<file path="config.mk">
export PLATFORM = sky130hd
export DESIGN_NAME = matmul_sequencer
export DESIGN_NICKNAME = d
export VERILOG_FILES = /design/src/rtl/matmul_seq_pkg.sv /design/src/rtl/matmul_seq_readout.sv /design/src/rtl/matmul_sequencer.sv
export SDC_FILE = /design/constraint.sdc
export NUM_CORES = 1
export LEC_CHECK = 0
export CAP_MARGIN = 0
export CORE_AREA = 2 2 131 133
export CTS_CLUSTER_SIZE = 8
export DETAILED_ROUTE_END_ITERATION = 12
export DIE_AREA = 0 0 133 135
export PLACE_DENSITY = 0.8
export SETUP_SLACK_MARGIN = 0.15
export SYNTH_ARGS = -nofsm -noshare
export SYNTH_HDL_FRONTEND = slang
export SYNTH_SLANG_ARGS = --single-unit
export TNS_END_PERCENT = 100
</file>
<file path="constraint.sdc">
create_clock -name i_clock -period 6.6 [get_ports i_clock]
set_input_delay 1.32 -clock i_clock [delete_from_list [all_inputs] [get_ports i_clock]]
set_output_delay 1.32 -clock i_clock [all_outputs]
set_load 0.01 [all_outputs]
</file>
<file path="src/rtl/matmul_seq_pkg.sv">
// Shared types and size helpers for the systolic array sequencer.
package matmul_seq_pkg;

    typedef enum logic [2:0] {
        ST_IDLE,
        ST_FEED,
        ST_CHECK,
        ST_READOUT,
        ST_DONE
    } state_t;

    localparam int unsigned MAX_SIZE_CODE = 4;

    function automatic int unsigned size_to_n(input logic [2:0] code);
        return 32'd2 << code;
    endfunction

    function automatic logic code_valid(input logic [2:0] code, input int unsigned dim);
        return (32'(code) <= MAX_SIZE_CODE) && (size_to_n(code) <= dim);
    endfunction

endpackage

</file>
<file path="src/rtl/matmul_seq_readout.sv">
// Row-major result grid walker with a valid/ready handshake and last-beat flag.
module matmul_seq_readout #(
    parameter int unsigned ADDR_BITS = 5
) (
    input  logic                 i_clock,
    input  logic                 i_reset,
    input  logic                 i_begin,
    input  logic                 i_rd_ready,
    input  logic [ADDR_BITS-1:0] i_last_idx,
    output logic                 o_rd_valid,
    output logic [ADDR_BITS-1:0] o_row,
    output logic [ADDR_BITS-1:0] o_col,
    output logic                 o_last_fire
);

    logic                 valid_q, valid_d;
    logic [ADDR_BITS-1:0] row_q, row_d;
    logic [ADDR_BITS-1:0] col_q, col_d;
    logic                 fire;
    logic                 at_last;

    assign fire        = valid_q && i_rd_ready;
    assign at_last     = (row_q == i_last_idx) && (col_q == i_last_idx);
    assign o_last_fire = fire && at_last;

    always_comb begin
        valid_d = valid_q;
        row_d   = row_q;
        col_d   = col_q;
        if (i_begin) begin
            valid_d = 1'b1;
            row_d   = '0;
            col_d   = '0;
        end else if (fire) begin
            if (at_last) begin
                valid_d = 1'b0;
                row_d   = '0;
                col_d   = '0;
            end else if (col_q == i_last_idx) begin
                col_d = '0;
                row_d = row_q + ADDR_BITS'(1);
            end else begin
                col_d = col_q + ADDR_BITS'(1);
            end
        end
    end

    always_ff @(posedge i_clock) begin
        if (!i_reset) begin
            valid_q <= 1'b0;
            row_q   <= '0;
            col_q   <= '0;
        end else begin
            valid_q <= valid_d;
            row_q   <= row_d;
            col_q   <= col_d;
        end
    end

    assign o_rd_valid = valid_q;
    assign o_row      = row_q;
    assign o_col      = col_q;

endmodule

</file>
<file path="src/rtl/matmul_sequencer.sv">
// Sequencer for the DIMENSION x DIMENSION systolic PE array: skewed feed,
// finish check and row-major result readout.
module matmul_sequencer
    import matmul_seq_pkg::*;
#(
    parameter int unsigned DIMENSION = 32,
    parameter int unsigned ADDR_BITS = $clog2(DIMENSION),
    parameter int unsigned STEP_BITS = $clog2(3 * DIMENSION)
) (
    input  logic                 i_clock,
    input  logic                 i_reset,
    input  logic                 i_start,
    input  logic [2:0]           rf_matrix_size,
    input  logic                 i_src_valid,
    input  logic                 i_array_finish,
    input  logic                 i_rd_ready,
    output logic                 o_pe_valid,
    output logic [DIMENSION-1:0] o_lane_reset,
    output logic [DIMENSION-1:0] o_lane_en,
    output logic [STEP_BITS-1:0] o_step,
    output logic                 o_rd_valid,
    output logic [ADDR_BITS-1:0] o_rd_row,
    output logic [ADDR_BITS-1:0] o_rd_col,
    output logic                 o_busy,
    output logic                 o_done,
    output logic                 o_cfg_err,
    output logic                 o_error
);

    localparam int unsigned LAST_STEP = 3 * DIMENSION - 2;

    state_t               state_q, state_d;
    logic [STEP_BITS-1:0] step_q, step_d;
    logic [5:0]           n_q, n_d;
    logic [DIMENSION-1:0] lane_reset_q, lane_reset_d;
    logic [DIMENSION-1:0] lane_en_q, lane_en_d;
    logic                 busy_q, done_q, cfg_err_q, error_q;
    logic                 start_ok;
    logic                 rd_begin;
    logic                 rd_last_fire;
    int unsigned          s_int, n_int;

    assign start_ok = (state_q == ST_IDLE) && i_start && code_valid(rf_matrix_size, DIMENSION);
    assign rd_begin = (state_q == ST_CHECK) && i_array_finish;

    always_comb begin
        state_d = state_q;
        step_d  = step_q;
        n_d     = n_q;
        case (state_q)
            ST_IDLE: begin
                if (start_ok) begin
                    state_d = ST_FEED;
                    step_d  = '0;
                    n_d     = 6'(size_to_n(rf_matrix_size));
                end
            end
            ST_FEED: begin
                if (i_src_valid) begin
                    if (step_q == STEP_BITS'(LAST_STEP)) begin
                        state_d = ST_CHECK;
                        step_d  = '0;
                    end else begin
                        step_d = step_q + STEP_BITS'(1);
                    end
                end
            end
            ST_CHECK:   state_d = i_array_finish ? ST_READOUT : ST_IDLE;
            ST_READOUT: if (rd_last_fire) state_d = ST_DONE;
            ST_DONE:    state_d = ST_IDLE;
            default:    state_d = ST_IDLE;
        endcase
    end

    // Masks are derived from the next step so they line up with o_step in the same cycle.
    always_comb begin
        lane_reset_d = '0;
        lane_en_d    = '0;
        s_int        = 32'(step_d);
        n_int        = 32'(n_d);
        if (state_d == ST_FEED) begin
            for (int unsigned i = 0; i < DIMENSION; i++) begin
                lane_reset_d[i] = (s_int == i);
                lane_en_d[i]    = (i < n_int) && (s_int >= i + 1) && (s_int <= i + n_int);
            end
        end
    end

    always_ff @(posedge i_clock) begin
        if (!i_reset) begin
            state_q      <= ST_IDLE;
            step_q       <= '0;
            n_q          <= '0;
            lane_reset_q <= '0;
            lane_en_q    <= '0;
            busy_q       <= 1'b0;
            done_q       <= 1'b0;
            cfg_err_q    <= 1'b0;
            error_q      <= 1'b0;
        end else begin
            state_q      <= state_d;
            step_q       <= step_d;
            n_q          <= n_d;
            lane_reset_q <= lane_reset_d;
            lane_en_q    <= lane_en_d;
            busy_q       <= (state_d != ST_IDLE);
            done_q       <= (state_d == ST_DONE);
            cfg_err_q    <= (state_q == ST_IDLE) && i_start && !code_valid(rf_matrix_size, DIMENSION);
            error_q      <= (state_q == ST_CHECK) && !i_array_finish;
        end
    end

    matmul_seq_readout #(
        .ADDR_BITS (ADDR_BITS)
    ) u_readout (
        .i_clock     (i_clock),
        .i_reset     (i_reset),
        .i_begin     (rd_begin),
        .i_rd_ready  (i_rd_ready),
        .i_last_idx  (ADDR_BITS'(n_q - 6'd1)),
        .o_rd_valid  (o_rd_valid),
        .o_row       (o_rd_row),
        .o_col       (o_rd_col),
        .o_last_fire (rd_last_fire)
    );

    // A feed beat is issued exactly when the buffers can supply it.
    assign o_pe_valid   = (state_q == ST_FEED) && i_src_valid;
    assign o_step       = step_q;
    assign o_lane_reset = lane_reset_q;
    assign o_lane_en    = lane_en_q;
    assign o_busy       = busy_q;
    assign o_done       = done_q;
    assign o_cfg_err    = cfg_err_q;
    assign o_error      = error_q;

endmodule

</file>
==> results.yml <==
clocking:
  clockBufferDepth: 2
  cts.sinks: 95
  post_cts_resized: 0
  h-tree-depth: 3
  worstSkewPairLatency_ns: 0.36
  cts_setup_buffers: 0
  cts_tree: "done"
  cts_root_buffer: "clkbuf_16"
  cts_made_buffers: 9
  clk_pin_slew_ns: 0.07
  cts_hold_buf: 0
worst_setup_path:
  crit_path_start_kind: "input port"
  worstSetupPathType: "in2reg"
  worstPathArrival_ns: 5.61
  endpoint_kind: "register"
  r2r_cells: 11
  worstPathRequired_ns: 6.86
  critPathMaxFanout: 21
outcome:
  outcome: "finished, final reports clean"
logic_synthesis:
  ys_ff_latch: 95
  ys.flop_type: "dfxtp_1"
  syn_inst: 995
  syn_nets: 1138
  synth.distinct_cells: 76
  synth_edf_count: 0
  synth_area_per_cell_um2: 8.106
  ys_seq_area_share_pct: 23.58
  yosysWarnings: 0
  postSynth.asyncResetShare_pct: 0
  synth.cell_area_mm2: 0.008065
sta:
  period_needed_ns: 5.345
  setup_viol: 0
  max_clock_freq_ghz: 0.1871
  maxSlewHeadroom_pct: 20.12
  tightest_slew_ns: 1.195
  hold_violations: 0
  drv_slew: 0
  fin_ws_ns: 1.255
  fin_skew_ns: 0.008346
  fin_crit_sh_pct: 80.98
  rsz0062_at_grt: "no"
  fin_setup_tns_ns: 0
pwr:
  intPower_uw: 1007
  p_per_area_mw_per_mm2: 154.3
  p_sw_uw: 468.4
  power_leakage_uw: 0.003955
  ir_worst_vdd_mv: 0.1209
  pwr-share-comb_pct: 22.6
  seqPwrFrac_pct: 39.4
  pwr-share-clk_pct: 38.0
  power.total_uw: 1475
  swShare_pct: 31.75
global_routing:
  grt.total_usage_pct: 27.64
  first_global_vias: 7604
  antenna_found_initial: 0
  grt-ovfl-total: 0
  grt_max_degree: 34
  grt_pass1_wl_um: 39470
drt:
  vias: 8042
  antenna_left: 0
  wire_per_inst_um: 18.88
  drc_errors: 0
  vias_per_cell: 6.158
  firstDrtPassIters: 7
  drt-total-wl_um: 24650
  first_iter_violations: 943
place:
  port_buffers: 95
  place_ws_ns: 1.019
  routabilityCongestion: 1.006
  place_hpwl_um: 17690
hold_path:
  whs_path_depth: 2
  min_path_type: "reg2reg"
floorplanning:
  ios: 96
  die_w_um: 133
  dieArea_mm2: 0.01796
  initial_core_util_pct: 49.16
  num_rows: 47
  core_mm2: 0.01641
  chipHeight_um: 135
final_layout:
  layout-drive-gt1-share_pct: 5.709
  syn2layout_area_growth_pct: 18.54
  diodes: 0
  finalNetCount: 1224
run:
  maxCapViolations: 0
path summary, 6_finish.rpt:
path	start	slack [ns]	end
setup / recovery	i_start	1.26	o_lane_en[12]
hold / removal	u_readout.o_rd_valid	0.48	u_readout.o_rd_valid
hold reg to reg	u_readout.o_rd_valid	0.48	u_readout.o_rd_valid
setup reg to reg	state_q[2]	2.23	o_lane_en[12]
layout by cell type (no fill, tap or decap), types with 5 or more instances in the layout:
| cell | n |
|---|---|
| a31oi_1 | 14 |
| nor2b_1 | 15 |
| a2111oi_2 | 5 |
| xor2_1 | 11 |
| dfxtp_1 | 95 |
| inv_1 | 52 |
| inv_2 | 6 |
| a2111oi_0 | 5 |
| xnor2_1 | 52 |
| and2_1 | 7 |
| a21o_1 | 8 |
| nand2_1 | 90 |
| nand4_1 | 12 |
| o22ai_1 | 20 |
| nand2b_1 | 13 |
| nor3_1 | 21 |
| a211oi_1 | 22 |
| a21oi_1 | 53 |
| ha_1 | 134 |
| o21bai_1 | 5 |
| clkdlybuf4s50_1 | 95 |
| and3_1 | 7 |
| a221oi_1 | 8 |
| nor2_2 | 5 |
| o21ai_1 | 6 |
| clkbuf_16 | 9 |
| buf_4 | 10 |
| o21ai_0 | 35 |
| o32ai_1 | 5 |
| nor4_1 | 6 |
| nor2_1 | 107 |
| o21a_1 | 24 |
| nand3_1 | 46 |
registers in the layout, indices dropped and copies added (netlist names):
name,count
n_q,6
o_cfg_err,1
state_q,3
u_readout.o_rd_valid,1
o_error,1
o_busy,1
o_lane_en,32
u_readout.o_row,5
o_step,7
o_lane_reset,32
u_readout.o_col,5
o_done,1
power by group through the flow:
stage / clock network, uW / logic [uW] / registers, uW
2_1_floorplan: 0 / 247 / 593
3_3_place_gp: 0 / 318 / 595
3_5_place_dp: 0 / 324 / 595
4_1_cts: 562 / 326 / 581
5_1_grt: 586 / 364 / 582
6_report: 561 / 333 / 582
stage by stage:
stage               cell area (um2)  cells  hold slack, ns  util [%]
detailed placement             9244   1290          0.4691     56.34
floorplan                      8065    995          0.4882         -
CTS                            9560   1306          0.4820     58.27
global route                   9560   1306          0.5371     58.27
global placement               9244   1290          0.4592     56.34
finish                         9560   1306          0.4805     58.27
cells in the mapped netlist, types with 21 or more instances:
| cell type | n | area, um2 |
|---|---|---|
| nand3_1 | 46 | 230.2 |
| nor3_1 | 21 | 105.1 |
| o21a_1 | 24 | 180.2 |
| o22ai_1 | 21 | 131.4 |
| inv_1 | 52 | 195.2 |
| o21ai_0 | 35 | 175.2 |
| a21oi_1 | 53 | 265.3 |
| xnor2_1 | 52 | 455.4 |
| dfxtp_1 | 95 | 1902 |
| nor2_1 | 108 | 405.4 |
| ha_1 | 134 | 1677 |
| a211oi_1 | 22 | 165.2 |
| nand2_1 | 90 | 337.8 |
per-layer routing:
| layer | GRT usage [%] | part of all wire [%] | vias to the layer above |
|---|---|---|---|
| li1 | - | - | 3796 |
| met1 | 34.68 | 41 | 3744 |
| met5 | 0 | 0 | - |
| met2 | 44.85 | 44 | 410 |
| met3 | 5.143 | 9.4 | 92 |
| met4 | 15.47 | 4.8 | 0 |
worst max-delay path, stage by stage:
cell	delay, ns
clkdlybuf4s50_1	0.51
or4b_4	0.52
nor2_4	0.18
a32o_1	0.91
inv_2	0.40
nor2_2	0.45
nand2b_1	0.19
inv_1	0.05
ha_1	0.28
nand4b_1	0.13
o32a_1	0.37
a221oi_1	0.29
cell families (layout without fill, tap and decap cells):
logic type                 Yosys count  after routing  synth area share, %
muxes                                3              3               0.3723
buffers and inverters               90            181                4.437
xor gates and xnor gates            65             65                7.400
AOI/OAI and AO/OA                  253            253                22.23
adders and majority gates          134            134                20.79
and+or+nand+nor                    355            355                21.19
DFF                                 95             95                23.58
area by class of cell:
cell class	count	area, um2
multi-input cells	810	5816
repair buffers	105	1026
clock buffers	9	225.2
inverters	60	225.2
fillers	1454	6847
clock inverters	7	91.34
flip-flops and latches	95	1902
well taps	220	275.3
No activity file was read; power rests on OpenSTA's default activity.
